==> config.mk <==
export PLATFORM = sky130hd
export DESIGN_NAME = branch_predictor
export DESIGN_NICKNAME = d
export VERILOG_FILES = /design/src/rtl/branch_predictor_pkg.sv /design/src/rtl/branch_predictor_btb_entry_array.sv /design/src/rtl/branch_predictor.sv
export SDC_FILE = /design/constraint.sdc
export NUM_CORES = 1
export LEC_CHECK = 0
export BUFFER_PORTS_ARGS = -buffer_cell sky130_fd_sc_hd__buf_2
export CAP_MARGIN = 20
export CORE_UTILIZATION = 61
export DETAILED_ROUTE_END_ITERATION = 7
export PLACE_DENSITY = 0.81
export SETUP_SLACK_MARGIN = 0.1
export SLEW_MARGIN = 15
export SYNTH_ARGS = -nofsm -noshare
export SYNTH_HDL_FRONTEND = slang
export SYNTH_HIERARCHICAL = 1
export SYNTH_SLANG_ARGS = --single-unit
==> constraint.sdc <==
create_clock -name clk -period 7.4 [get_ports clk]
set_input_delay 1.48 -clock clk [delete_from_list [all_inputs] [get_ports clk]]
set_output_delay 1.48 -clock clk [all_outputs]
set_load 0.02 [all_outputs]
==> src/rtl/branch_predictor_pkg.sv <==
// Shared definitions for the branch predictor: PC step, 2-bit counter
// encodings and the saturating counter update.
package branch_predictor_pkg;

  localparam int unsigned PC_W   = 32;
  localparam int unsigned CTR_W  = 2;
  localparam logic [PC_W-1:0] PC_INC = 32'd4;

  // Two-bit confidence counter states
  localparam logic [CTR_W-1:0] SNT = 2'b00;  // strongly not-taken
  localparam logic [CTR_W-1:0] WNT = 2'b01;  // weakly not-taken
  localparam logic [CTR_W-1:0] WT  = 2'b10;  // weakly taken
  localparam logic [CTR_W-1:0] ST  = 2'b11;  // strongly taken

  // Saturating step toward taken (increment) or not-taken (decrement)
  function automatic logic [CTR_W-1:0] ctr_step(input logic [CTR_W-1:0] ctr,
                                                input logic            taken);
    logic [CTR_W-1:0] res;
    if (taken) res = (ctr == ST)  ? ST  : ctr + CTR_W'(1);
    else       res = (ctr == SNT) ? SNT : ctr - CTR_W'(1);
    return res;
  endfunction

endpackage

==> src/rtl/branch_predictor_btb_entry_array.sv <==
// Direct-mapped BTB storage: valid/tag/target/counter per entry.
// Ports:
//   clk, rst_n      clock, synchronous active-low reset (clears every field)
//   rd_idx_i        fetch lookup index; rd_*_o return that entry (combinational)
//   wr_en_i         apply one resolved branch at wr_idx_i this edge
//   wr_tag_i        tag of the resolved branch PC
//   wr_taken_i      branch resolved taken
//   wr_target_i     resolved target, written on taken
module btb_entry_array
  import branch_predictor_pkg::*;
#(
  parameter int unsigned IDX_W = 3,
  localparam int unsigned TAG_W = PC_W - IDX_W - 2
) (
  input  logic             clk,
  input  logic             rst_n,
  input  logic [IDX_W-1:0] rd_idx_i,
  output logic             rd_valid_o,
  output logic [TAG_W-1:0] rd_tag_o,
  output logic [PC_W-1:0]  rd_target_o,
  output logic [CTR_W-1:0] rd_ctr_o,
  input  logic             wr_en_i,
  input  logic [IDX_W-1:0] wr_idx_i,
  input  logic [TAG_W-1:0] wr_tag_i,
  input  logic             wr_taken_i,
  input  logic [PC_W-1:0]  wr_target_i
);

  localparam int unsigned ENTRIES = 1 << IDX_W;

  logic             valid_q  [ENTRIES];
  logic [TAG_W-1:0] tag_q    [ENTRIES];
  logic [PC_W-1:0]  target_q [ENTRIES];
  logic [CTR_W-1:0] ctr_q    [ENTRIES];

  logic             ent_we;
  logic             ent_valid_d;
  logic [TAG_W-1:0] ent_tag_d;
  logic [PC_W-1:0]  ent_target_d;
  logic [CTR_W-1:0] ent_ctr_d;
  logic             wr_hit;

  // Read port shows pre-edge contents; no write bypass
  assign rd_valid_o  = valid_q[rd_idx_i];
  assign rd_tag_o    = tag_q[rd_idx_i];
  assign rd_target_o = target_q[rd_idx_i];
  assign rd_ctr_o    = ctr_q[rd_idx_i];

  // Next contents of the single entry addressed by the write port
  always_comb begin
    ent_we       = 1'b0;
    ent_valid_d  = valid_q[wr_idx_i];
    ent_tag_d    = tag_q[wr_idx_i];
    ent_target_d = target_q[wr_idx_i];
    ent_ctr_d    = ctr_q[wr_idx_i];
    wr_hit       = valid_q[wr_idx_i] && (tag_q[wr_idx_i] == wr_tag_i);
    if (wr_en_i) begin
      if (wr_hit) begin
        ent_we    = 1'b1;
        ent_ctr_d = ctr_step(ctr_q[wr_idx_i], wr_taken_i);
        if (wr_taken_i) ent_target_d = wr_target_i;
      end else if (wr_taken_i) begin
        // Allocate (or evict an alias) as weakly taken
        ent_we       = 1'b1;
        ent_valid_d  = 1'b1;
        ent_tag_d    = wr_tag_i;
        ent_target_d = wr_target_i;
        ent_ctr_d    = WT;
      end
    end
  end

  always_ff @(posedge clk) begin
    if (!rst_n) begin
      for (int i = 0; i < int'(ENTRIES); i++) begin
        valid_q[i]  <= 1'b0;
        tag_q[i]    <= '0;
        target_q[i] <= '0;
        ctr_q[i]    <= SNT;
      end
    end else if (ent_we) begin
      valid_q[wr_idx_i]  <= ent_valid_d;
      tag_q[wr_idx_i]    <= ent_tag_d;
      target_q[wr_idx_i] <= ent_target_d;
      ctr_q[wr_idx_i]    <= ent_ctr_d;
    end
  end

endmodule

==> src/rtl/branch_predictor.sv <==
// IF-stage dynamic branch predictor: BTB lookup gives the next fetch PC,
// EX resolutions train the BTB, and branch/mispredict counts are kept.
// Ports:
//   clk, rst_n                  clock, synchronous active-low reset
//   halt                        freezes BTB and counters (lookup stays live)
//   pc_if -> pc_pre, pred_hit   combinational prediction for the fetch PC
//   upd_en, upd_pc, upd_next_pc, upd_mispredict   EX resolution
//   branch_cnt, mispred_cnt     statistics, wrap at 2^CNT_W
module branch_predictor
  import branch_predictor_pkg::*;
#(
  parameter int unsigned IDX_W = 3,
  parameter int unsigned CNT_W = 32
) (
  input  logic             clk,
  input  logic             rst_n,
  input  logic             halt,
  input  logic [PC_W-1:0]  pc_if,
  output logic [PC_W-1:0]  pc_pre,
  output logic             pred_hit,
  input  logic             upd_en,
  input  logic [PC_W-1:0]  upd_pc,
  input  logic [PC_W-1:0]  upd_next_pc,
  input  logic             upd_mispredict,
  output logic [CNT_W-1:0] branch_cnt,
  output logic [CNT_W-1:0] mispred_cnt
);

  localparam int unsigned TAG_W = PC_W - IDX_W - 2;

  logic             rd_valid;
  logic [TAG_W-1:0] rd_tag;
  logic [PC_W-1:0]  rd_target;
  logic [CTR_W-1:0] rd_ctr;
  logic             lk_hit;
  logic             upd_fire;
  logic             upd_taken;
  logic [CNT_W-1:0] branch_cnt_q, branch_cnt_d;
  logic [CNT_W-1:0] mispred_cnt_q, mispred_cnt_d;

  assign upd_fire  = upd_en && !halt;
  // Anything other than fall-through counts as taken
  assign upd_taken = (upd_next_pc != upd_pc + PC_INC);

  btb_entry_array #(.IDX_W(IDX_W)) u_btb (
    .clk         (clk),
    .rst_n       (rst_n),
    .rd_idx_i    (pc_if[IDX_W+1:2]),
    .rd_valid_o  (rd_valid),
    .rd_tag_o    (rd_tag),
    .rd_target_o (rd_target),
    .rd_ctr_o    (rd_ctr),
    .wr_en_i     (upd_fire),
    .wr_idx_i    (upd_pc[IDX_W+1:2]),
    .wr_tag_i    (upd_pc[PC_W-1:IDX_W+2]),
    .wr_taken_i  (upd_taken),
    .wr_target_i (upd_next_pc)
  );

  // Prediction mux: redirect only on a hit with a taken-side counter
  assign lk_hit   = rd_valid && (rd_tag == pc_if[PC_W-1:IDX_W+2]);
  assign pred_hit = lk_hit;
  assign pc_pre   = (lk_hit && (rd_ctr >= WT)) ? rd_target : pc_if + PC_INC;

  always_comb begin
    branch_cnt_d  = branch_cnt_q;
    mispred_cnt_d = mispred_cnt_q;
    if (upd_fire) begin
      branch_cnt_d = branch_cnt_q + CNT_W'(1);
      if (upd_mispredict) mispred_cnt_d = mispred_cnt_q + CNT_W'(1);
    end
  end

  always_ff @(posedge clk) begin
    if (!rst_n) begin
      branch_cnt_q  <= '0;
      mispred_cnt_q <= '0;
    end else begin
      branch_cnt_q  <= branch_cnt_d;
      mispred_cnt_q <= mispred_cnt_d;
    end
  end

  assign branch_cnt  = branch_cnt_q;
  assign mispred_cnt = mispred_cnt_q;

endmodule
After elaboration in Yosys (flattened, before gate mapping)
Memory sizes are Yosys's and may differ from the RTL's. Cells that the tools add are included.

Add/sub/neg operators: 6. $mul: 0. Div/mod/pow operators: 0. $lt $le $gt $ge: 1. Eq/ne operators: 6. Shift-type cells: 0. Multiplexer cells: 34. Bitwise gates (word level): 0. Reductions and logical operators: 12.

Operators with widths (count): $mux W32 (4); $mux W27 (4); $add A32 B1 Y32 const B (2); $add A32 B3 Y32 const B (2); $eq A27 B27 Y1 (2); $ne A32 B32 Y1 (1); $reduce_or A32 Y1 (1); $reduce_or A27 Y1 (1); $mux W1 (15); $mux W2 (7); $mux W3 (4); $logic_and A1 B1 Y1 (4); $reduce_and A3 Y1 (1); $add A2 B1 Y2 const B (1); $eq A2 B2 Y1 const B (1); $ge A2 B2 Y1 const B (1); $logic_not A2 Y1 (1); $ne A2 B2 Y1 const B (1); $reduce_and A2 Y1 (1); $reduce_or A2 Y1 (1); $sub A2 B1 Y2 const B (1); $logic_not A1 Y1 (1); $ne A1 B1 Y1 const B (1); $reduce_or A1 Y1 (1).

Flip-flop bits (word level): 64. Latch bits: 0. RAM bits: 496. Memory bits (read-only): 0. Bits of input ports: 101. Output and inout port bits: 97. Logic and storage cells: 65. Memories: 4.

Memory list: u_btb.target_q (words 8, bits a word 32, read ports 1, clocked after Yosys merged registers in 0, wr ports 8, RTL line branch_predictor_btb_entry_array.sv:33) `logic [PC_W-1:0] target_q [ENTRIES];`; u_btb.tag_q (words 8, bits a word 27, read ports 2, clocked after Yosys merged registers in 0, wr ports 8, RTL line branch_predictor_btb_entry_array.sv:32) `logic [TAG_W-1:0] tag_q [ENTRIES];`; u_btb.ctr_q (words 8, bits a word 2, read ports 2, clocked after Yosys merged registers in 0, wr ports 8, RTL line branch_predictor_btb_entry_array.sv:34) `logic [CTR_W-1:0] ctr_q [ENTRIES];`; u_btb.valid_q (words 8, bits a word 1, read ports 2, clocked after Yosys merged registers in 0, wr ports 8, RTL line branch_predictor_btb_entry_array.sv:31) `logic valid_q [ENTRIES];`.

Longest topological paths before layout
Gate-level depths: netlist of the first run.

Depth after elaboration: 11. Depth in mapped cells: 15.

Modules after synthesis
Netlist of the first run, hierarchy kept.

By module, submodules not included: btb_entry_array (instances 1, cells an instance 1615, area an instance 24477.2 um^2, sequential area each 14814.2 um^2); branch_predictor (instances 1, cells an instance 660, area an instance 5187.5 um^2, sequential area each 1281.2 um^2).

Worst setup path after synthesis of the first run
OpenSTA, ideal clock, no wires.

Path type: in2out. Start: in pc_if[2]. End: out pc_pre[2]. Data arrival time: 5.022 ns. Data required time: 5.920 ns. Setup slack: 0.898 ns. Stages on the path: 13. Path buffers: 5. Path through: clkbuf_1 buf_1 buf_1 mux4_2 mux2_2 xor2_1 nor4_1 nand4b_1 nor3_1 nand3_1 clkbuf_1 clkbuf_1 a21oi_1.

Cells in the longest elaborated chain, start to end: 5.

Ends and longest elaborated chain: from (decl) (RTL line branch_predictor.sv:18) `input logic [PC_W-1:0] pc_if,`; $mem_v2 Z8 W27; via rd_tag[24] (RTL line branch_predictor.sv:32) `logic [TAG_W-1:0] rd_tag;`; $eq A27 B27 Y1 (RTL line branch_predictor.sv:61) `assign lk_hit = rd_valid && (rd_tag == pc_if[PC_W-1:IDX_W+2]);`; $logic_and A1 B1 Y1 (RTL line branch_predictor.sv:61); $logic_and A1 B1 Y1 (RTL line branch_predictor.sv:63) `assign pc_pre = (lk_hit && (rd_ctr >= WT)) ? rd_target : pc_if + PC_INC;`; $mux W32 (RTL line branch_predictor.sv:63); to (decl) (RTL line branch_predictor.sv:19) `output logic [PC_W-1:0] pc_pre,`.

The timed path passes the listed nets, and every way through them passes these cells.

Final worst setup path of the first run
Start: in pc_if[3]. End: out pred_hit.

Cells in the longest elaborated chain, start to end: 3.

Ends and longest elaborated chain: $mem_v2 Z8 W27; via rd_tag[8] (RTL line branch_predictor.sv:32); $eq A27 B27 Y1 (RTL line branch_predictor.sv:61); $logic_and A1 B1 Y1 (RTL line branch_predictor.sv:61); to (decl) (RTL line branch_predictor.sv:20) `output logic pred_hit,`.

The timed path passes the listed nets, and every way through them passes these cells.

==> metrics.md, run 1 <==
| Metric | Value |
|---|---|
| Status | `complete, but fails checks` |
| Crit Path Class | `primary input to output port` |
| Max-slew headroom | `between 30 and 40%` |
| Clock buffer depth | `3` |
| Setup Fix Bufs, Post-CTS | `0` |
| R2R depth | `8` |
| Post-route ant nets | `0` |
| Fin. Hold Viols | `0` |
| # setup viols final | `0` |
| Hold WC Path Type | `flop to flop` |
| Share of layout cells above drive strength 1 | `between 20% and 30%` |
| Post-cts hold buffer count | `0` |
| GRT Util Overall | `about a third` |
| Syn Area/Cell | `about 13 µm²` |
| Total negative slack | `0 ps` |
| Row count | `80` |
| Crit path buf inv count | `3` |
| Post-Syn Area | `29610 µm²` |
| CP top delay family | `simple AND/OR/NAND/NOR gates` |
| Highest clock rate | `~160 MHz` |
| TritonCTS clock tree | `yes` |
| DR pass1 iterations | `8` |
| Unrepaired setup endpoints after global routing | `false` |
| Slew Limit Fails | `0` |
| Synth Net Count | `about 2400` |
| Slew at the pin closest to its max-slew limit | `between 1000 and 1500 ps` |
| Failing checks | `design-rule violations` |
| RR Endpoint | `u_btb/ctr_q[0][1]` |
| Final worst-path cycle share | `86.12%` |
| Crit end category | `output port` |
| Die Y | `about 220 µm` |
| Layout area overhead | `12.20%` |
| Static Leak | `11.95 nW` |
| Worst hold endpoint | `u_btb/valid_q[6]` |
| Top Ports | `between 150 and 200` |
| Yosys warns | `6` |
| Die X | `around 220 µm` |
| Maxcap violations | `0` |
| Total CTS buffers | `between 50 and 60` |
| Worst path max stage delay | `900 ps` |
| Minimum clock period | `around 6400 ps` |
| Crit path cell chain | `buf_4, buf_4, mux4_2, mux2_2, xor2_1, nor4_1, nand4_1, nor4_1, buf_2` |
| Gpl congestion | `~1.0` |
| Hold path cells | `2` |
| Worst-Skew Late Latency | `630 ps` |
| WL/cell | `approximately 27 µm` |
| Critical Path RT | `around 5900 ps` |
| Peak supply drop | `between 0.15 and 0.2 mV` |
| DRC | `1` |
| Largest net degree at the start of global routing | `85` |
| Final Util | `69.43%` |
| CP max FO | `35` |
| Initial DRC count | `2673` |
| Max H-tree Level | `2` |
| Cells after Synth | `2272` |
| Critical R2R Launch | `u_btb/tag_q[5][11]` |
| Slowest-stage cell, CP | `nor4_1` |
| Cts repair resizes | `0` |
| Core ar. | `47850 µm²` |
| Power per cell area | `219.4 nW/µm²` |
| Port Buf Inserts | `around 200` |
| Initial core utilization | `approximately three fifths` |
| Vias | `between 20000 and 25000` |
| CP startpoint kind | `primary input` |
| Final wirelength | `~85 mm` |
| Worst path arrival time | `roughly 5000 ps` |
| Clock root buffer | `clkbuf_16` |
| Clock skew | `approximately 17 ps` |
| Antenna violations before repair | `7` |
| First-pass GRT wire length | `126.4 mm` |
| Die area | `between 40000 and 50000 µm²` |
| Via-per-instance ratio | `6.720` |
| CTS clock-pin slew for the worst setup and hold paths | `about 60 ps` |
| Sink Count | `between 500 and 600` |
| Final #Nets | `roughly 2500` |
| FF-to-FF setup slack | `between 3000 and 4000 ps` |
| Hold Startpoint | `u_btb/valid_q[6]` |
| Grt total ovfl | `0` |
| Vias in the first global route | `between 20000 and 25000` |
| Half-perimeter wire length after detailed placement | `approximately 53 mm` |
==> cell usage in the layout (no fill, tap or decap), types with 12 or more instances in the layout <==
cell and count:
nor3_1 113, or3_1 18, xnor2_1 108, mux4_2 155, mux2i_1 51, nand3_1 53, buf_2 192, xor2_1 64
a21oi_1 170, o211ai_1 12, nor2_1 73, edfxtp_1 488, dfxtp_1 72, clkinv_2 15, nor4_1 12, clkbuf_16 59
clkinv_1 13, mux2_2 85, nand4_1 37, and2_1 304, o21ai_0 19, nand2_1 93, and3_1 21, a21o_1 13
buf_4 42, nor2b_1 14
==> metrics by stage <==
stage | cells | total power [W] | hold WS, ps | area (µm²) | setup slack [ps]
after floorplan | 2272 | 0.004182 | 428.8 | 29610 | 903.8
after global placement | 2986 | 0.004462 | 437.2 | 31360 | 1205
after detailed placement | 2986 | 0.004488 | 453.1 | 31360 | 1194
after CTS | 3093 | 0.007287 | 462.1 | 33190 | 1177
after global routing | 3100 | 0.007460 | 501.3 | 33210 | 931.1
final | 3103 | 0.007288 | 471.1 | 33220 | 1027
==> sequential cells by signal (all words and copies together) (netlist names) <==
register,flops
u_btb/tag_q,216
u_btb/ctr_q,16
u_btb/target_q,256
mispred_cnt,32
branch_cnt,32
u_btb/valid_q,8
==> how the worst max path moves through the flow <==
stage	startpoint	endpoint	slack, ps	depth (start not counted)
after global placement	pc_if[2]	pc_pre[17]	1200	11
after detailed placement	pc_if[2]	pc_pre[9]	1190	10
final	pc_if[3]	pred_hit	1030	9
after global routing	pc_if[2]	pc_pre[17]	930	11
after floorplan	pc_if[2]	pc_pre[12]	900	13
after CTS	pc_if[2]	pc_pre[17]	1180	11
==> layer usage <==
| layer | wire, µm | GRT usage, % |
|---|---|---|
| met1 | 30080 | 43.48 |
| met2 | 41310 | 56.67 |
| met3 | 9879 | 7.181 |
| met4 | 3963 | 16.58 |
| met5 | 0 | 0 |
==> tightest hold or removal path, delay by kind of cell (launching register included) <==
family | cells | cell delay (ps)
flip-flops | 1 | 330
AND/OR/NAND/NOR | 2 | 100
==> power by group <==
part | leakage [nW] | total, W | switching [W] | internal, W
clock | 0.914 | 0.00284 | 0.00121 | 0.00163
combinational | 5.62 | 0.000831 | 0.000506 | 0.000325
sequential | 5.42 | 0.00362 | 0.0000537 | 0.00356
==> cell type report <==
class | instances | area, µm²
fillers | 3306 | 14630
flip-flops and latches | 560 | 16100
diodes | 10 | 25.02
clock buffers | 71 | 1562
multi-input cells | 1557 | 12990
inverters | 11 | 55.05
repair buffers | 243 | 1450
clock inverters | 36 | 275.3
well taps | 615 | 769.5
(Power assumes the default switching activity.)
==> run 2, diff against run 1 <==
--- a/config.mk
+++ b/config.mk
@@ -5,11 +5,12 @@
 export SDC_FILE = /design/constraint.sdc
 export NUM_CORES = 1
 export LEC_CHECK = 0
+export ABC_AREA = 1
 export BUFFER_PORTS_ARGS = -buffer_cell sky130_fd_sc_hd__buf_2
 export CAP_MARGIN = 20
-export CORE_UTILIZATION = 61
+export CORE_UTILIZATION = 62
 export DETAILED_ROUTE_END_ITERATION = 7
-export PLACE_DENSITY = 0.81
+export PLACE_DENSITY = 0.82
 export SETUP_SLACK_MARGIN = 0.1
 export SLEW_MARGIN = 15
 export SYNTH_ARGS = -nofsm -noshare
==> metrics.md, run 2 <==
| Metric | Value |
|---|---|
| Static Leak | `15.52 nW` |
| Half-perimeter wire length after detailed placement | `around 68 mm` |
| Switch share | `27.67%` |
| Cells after Synth | `a little over 4000` |
| Antenna violations before repair | `10` |
| CP max FO | `77` |
| Total negative slack | `0 ps` |
| Unrepaired setup endpoints after global routing | `false` |
| Combinational fraction of design power | `about 14%` |
| Commonest non-fill, non-tap cell in the layout | `nand2_1` |
| Hold path cells | `2` |
| Crit Path Class | `primary input to output port` |
| Top Registers | `u_btb/target_q (256), u_btb/tag_q (216)` |
| Internal power | `roughly 0.0056 W` |
| Register area | `16100 µm²` |
| Post-route ant nets | `0` |
| Hold WC Path Type | `flop to flop` |
| Slew at the pin closest to its max-slew limit | `about 1100 ps` |
| Die Y | `around 240 µm` |
| DR pass1 iterations | `8` |
| Final wirelength | `roughly 110 mm` |
| Clock share of power | `about two fifths` |
| Minimum clock period | `about 6500 ps` |
| Top Ports | `between 150 and 200` |
| Post-cts hold buffer count | `0` |
| Clock skew | `54.52 ps` |
| Peak supply drop | `0.2052 mV` |
| Status | `finished, final reports clean` |
| Initial DRC count | `between 3000 and 4000` |
| DRC | `0` |
| Worst-Skew Late Latency | `around 670 ps` |
| Cts repair resizes | `0` |
| Final #Nets | `around 4400` |
| Die X | `235.1 µm` |
| Power per cell area | `209.0 nW/µm²` |
| Grt total ovfl | `0` |
| Setup Fix Bufs, Post-CTS | `0` |
| Fin. Hold Viols | `0` |
| Total power | `~0.0077 W` |
| Critical Path RT | `5920 ps` |
| Synth Net Count | `4251` |
| Vias in the first global route | `between 20000 and 30000` |
| Fill count | `approximately 4200` |
| Slew Limit Fails | `0` |
| Sink Count | `560` |
| Vias | `approximately 30000` |
| Commonest cells after routing, fill and taps aside | `nand2_1, nor2_1, edfxtp_1` |
| Initial core utilization | `a little over three fifths` |
| First-pass GRT wire length | `160.0 mm` |
| # setup viols final | `0` |
| Placed cell count | `4892` |
| Max H-tree Level | `2` |
| Core ar. | `roughly 54000 µm²` |
| Worst path arrival time | `around 5000 ps` |
| Row count | `85` |
| Net Sw Power | `0.002131 W` |
| Most flops, register | `u_btb/target_q` |
| Hold Startpoint | `u_btb/valid_q[7]` |
| TritonCTS clock tree | `yes` |
| Syn Area/Cell | `slightly above 8 µm²` |
| R2R depth | `18` |
| WL/cell | `21.25 µm` |
| Critical R2R Launch | `u_btb/tag_q[6][13]` |
| Via-per-instance ratio | `between 5 and 6` |
| WHS | `approximately 460 ps` |
| Largest register FFs | `256` |
| Final Instance Count excl. Fillers | `5006` |
| CP startpoint | `pc_if[3]` |
| CTS clock-pin slew for the worst setup and hold paths | `~60 ps` |
| Multi-input logic area | `around 15000 µm²` |
| Port Buf Inserts | `just under 200` |
| Part of the power in registers | `46.8%` |
| Crit end category | `output port` |
| Post-Syn Area | `about 34000 µm²` |
| Die area | `55270 µm²` |
| Total CTS buffers | `58` |
| Maxcap violations | `0` |
| CP startpoint kind | `primary input` |
| Clock root buffer | `clkbuf_16` |
| Gpl congestion | `between 0.9 and 1` |
| Highest clock rate | `around 150 MHz` |
| GRT Util Overall | `around 38%` |
| Largest net degree at the start of global routing | `between 100 and 150` |
| Share of layout cells above drive strength 1 | `17.35%` |
| Yosys warns | `6` |
| Final worst-path cycle share | `approximately 90%` |
| Max-slew headroom | `24.15%` |
| Clock buffer depth | `3` |
| Layout area overhead | `9.366%` |
[run 2: layer usage]
| metal | GRT usage [%] | part of all wire, % |
|---|---|---|
| met2 | 57.66 | 44 |
| met1 | 49.36 | 36 |
| met3 | 9.815 | 14 |
| met4 | 20.75 | 5.9 |
| met5 | 0 | 0.080 |
[run 2: stage by stage]
stage / utilization (%) / cell area (µm²) / setup WS, ps
floorplan: - / 33690 / 1965
global placement: 64.93 / 34870 / 1156
detailed placement: 64.93 / 34870 / 1055
CTS: 68.58 / 36840 / 1058
global route: 68.60 / 36840 / 633.5
finish: 68.60 / 36850 / 915.3
[run 2: area by class of cell]
type | instances | area share, %
flip-flops and latches | 560 | 43.68
clock buffers | 69 | 4.051
clock inverters | 41 | 1.277
multi-input cells | 2901 | 39.60
diodes | 4 | 0.02717
repair buffers | 249 | 4.010
well taps | 696 | 2.363
inverters | 486 | 4.992
[run 2: critical path: stages]
cell and delay (ps):
buf_4 400, inv_4 450, a21oi_1 260, a221oi_1 110, a31oi_1 530, or2_2 230, nand4_1 70, nor3_1 200
nand2_1 70, nor2_1 140, nand3_1 490, o21ai_2 300, buf_2 190
[run 2: final timing paths]
kind / endpoint / slack (ps)
setup / recovery: pc_pre[12] / 920
setup reg to reg: u_btb/tag_q[4][17] / 3680
hold reg to reg: u_btb/valid_q[7] / 460
hold / removal: u_btb/valid_q[7] / 460
[run 2: power by group through the flow]
stage | clock (W) | combinational [W] | sequential [W]
after floorplan | 0 | 0.000700 | 0.00366
after global placement | 0 | 0.00103 | 0.00366
after detailed placement | 0 | 0.00105 | 0.00367
after CTS | 0.00302 | 0.00105 | 0.00360
after global routing | 0.00313 | 0.00116 | 0.00362
final | 0.00301 | 0.00109 | 0.00361
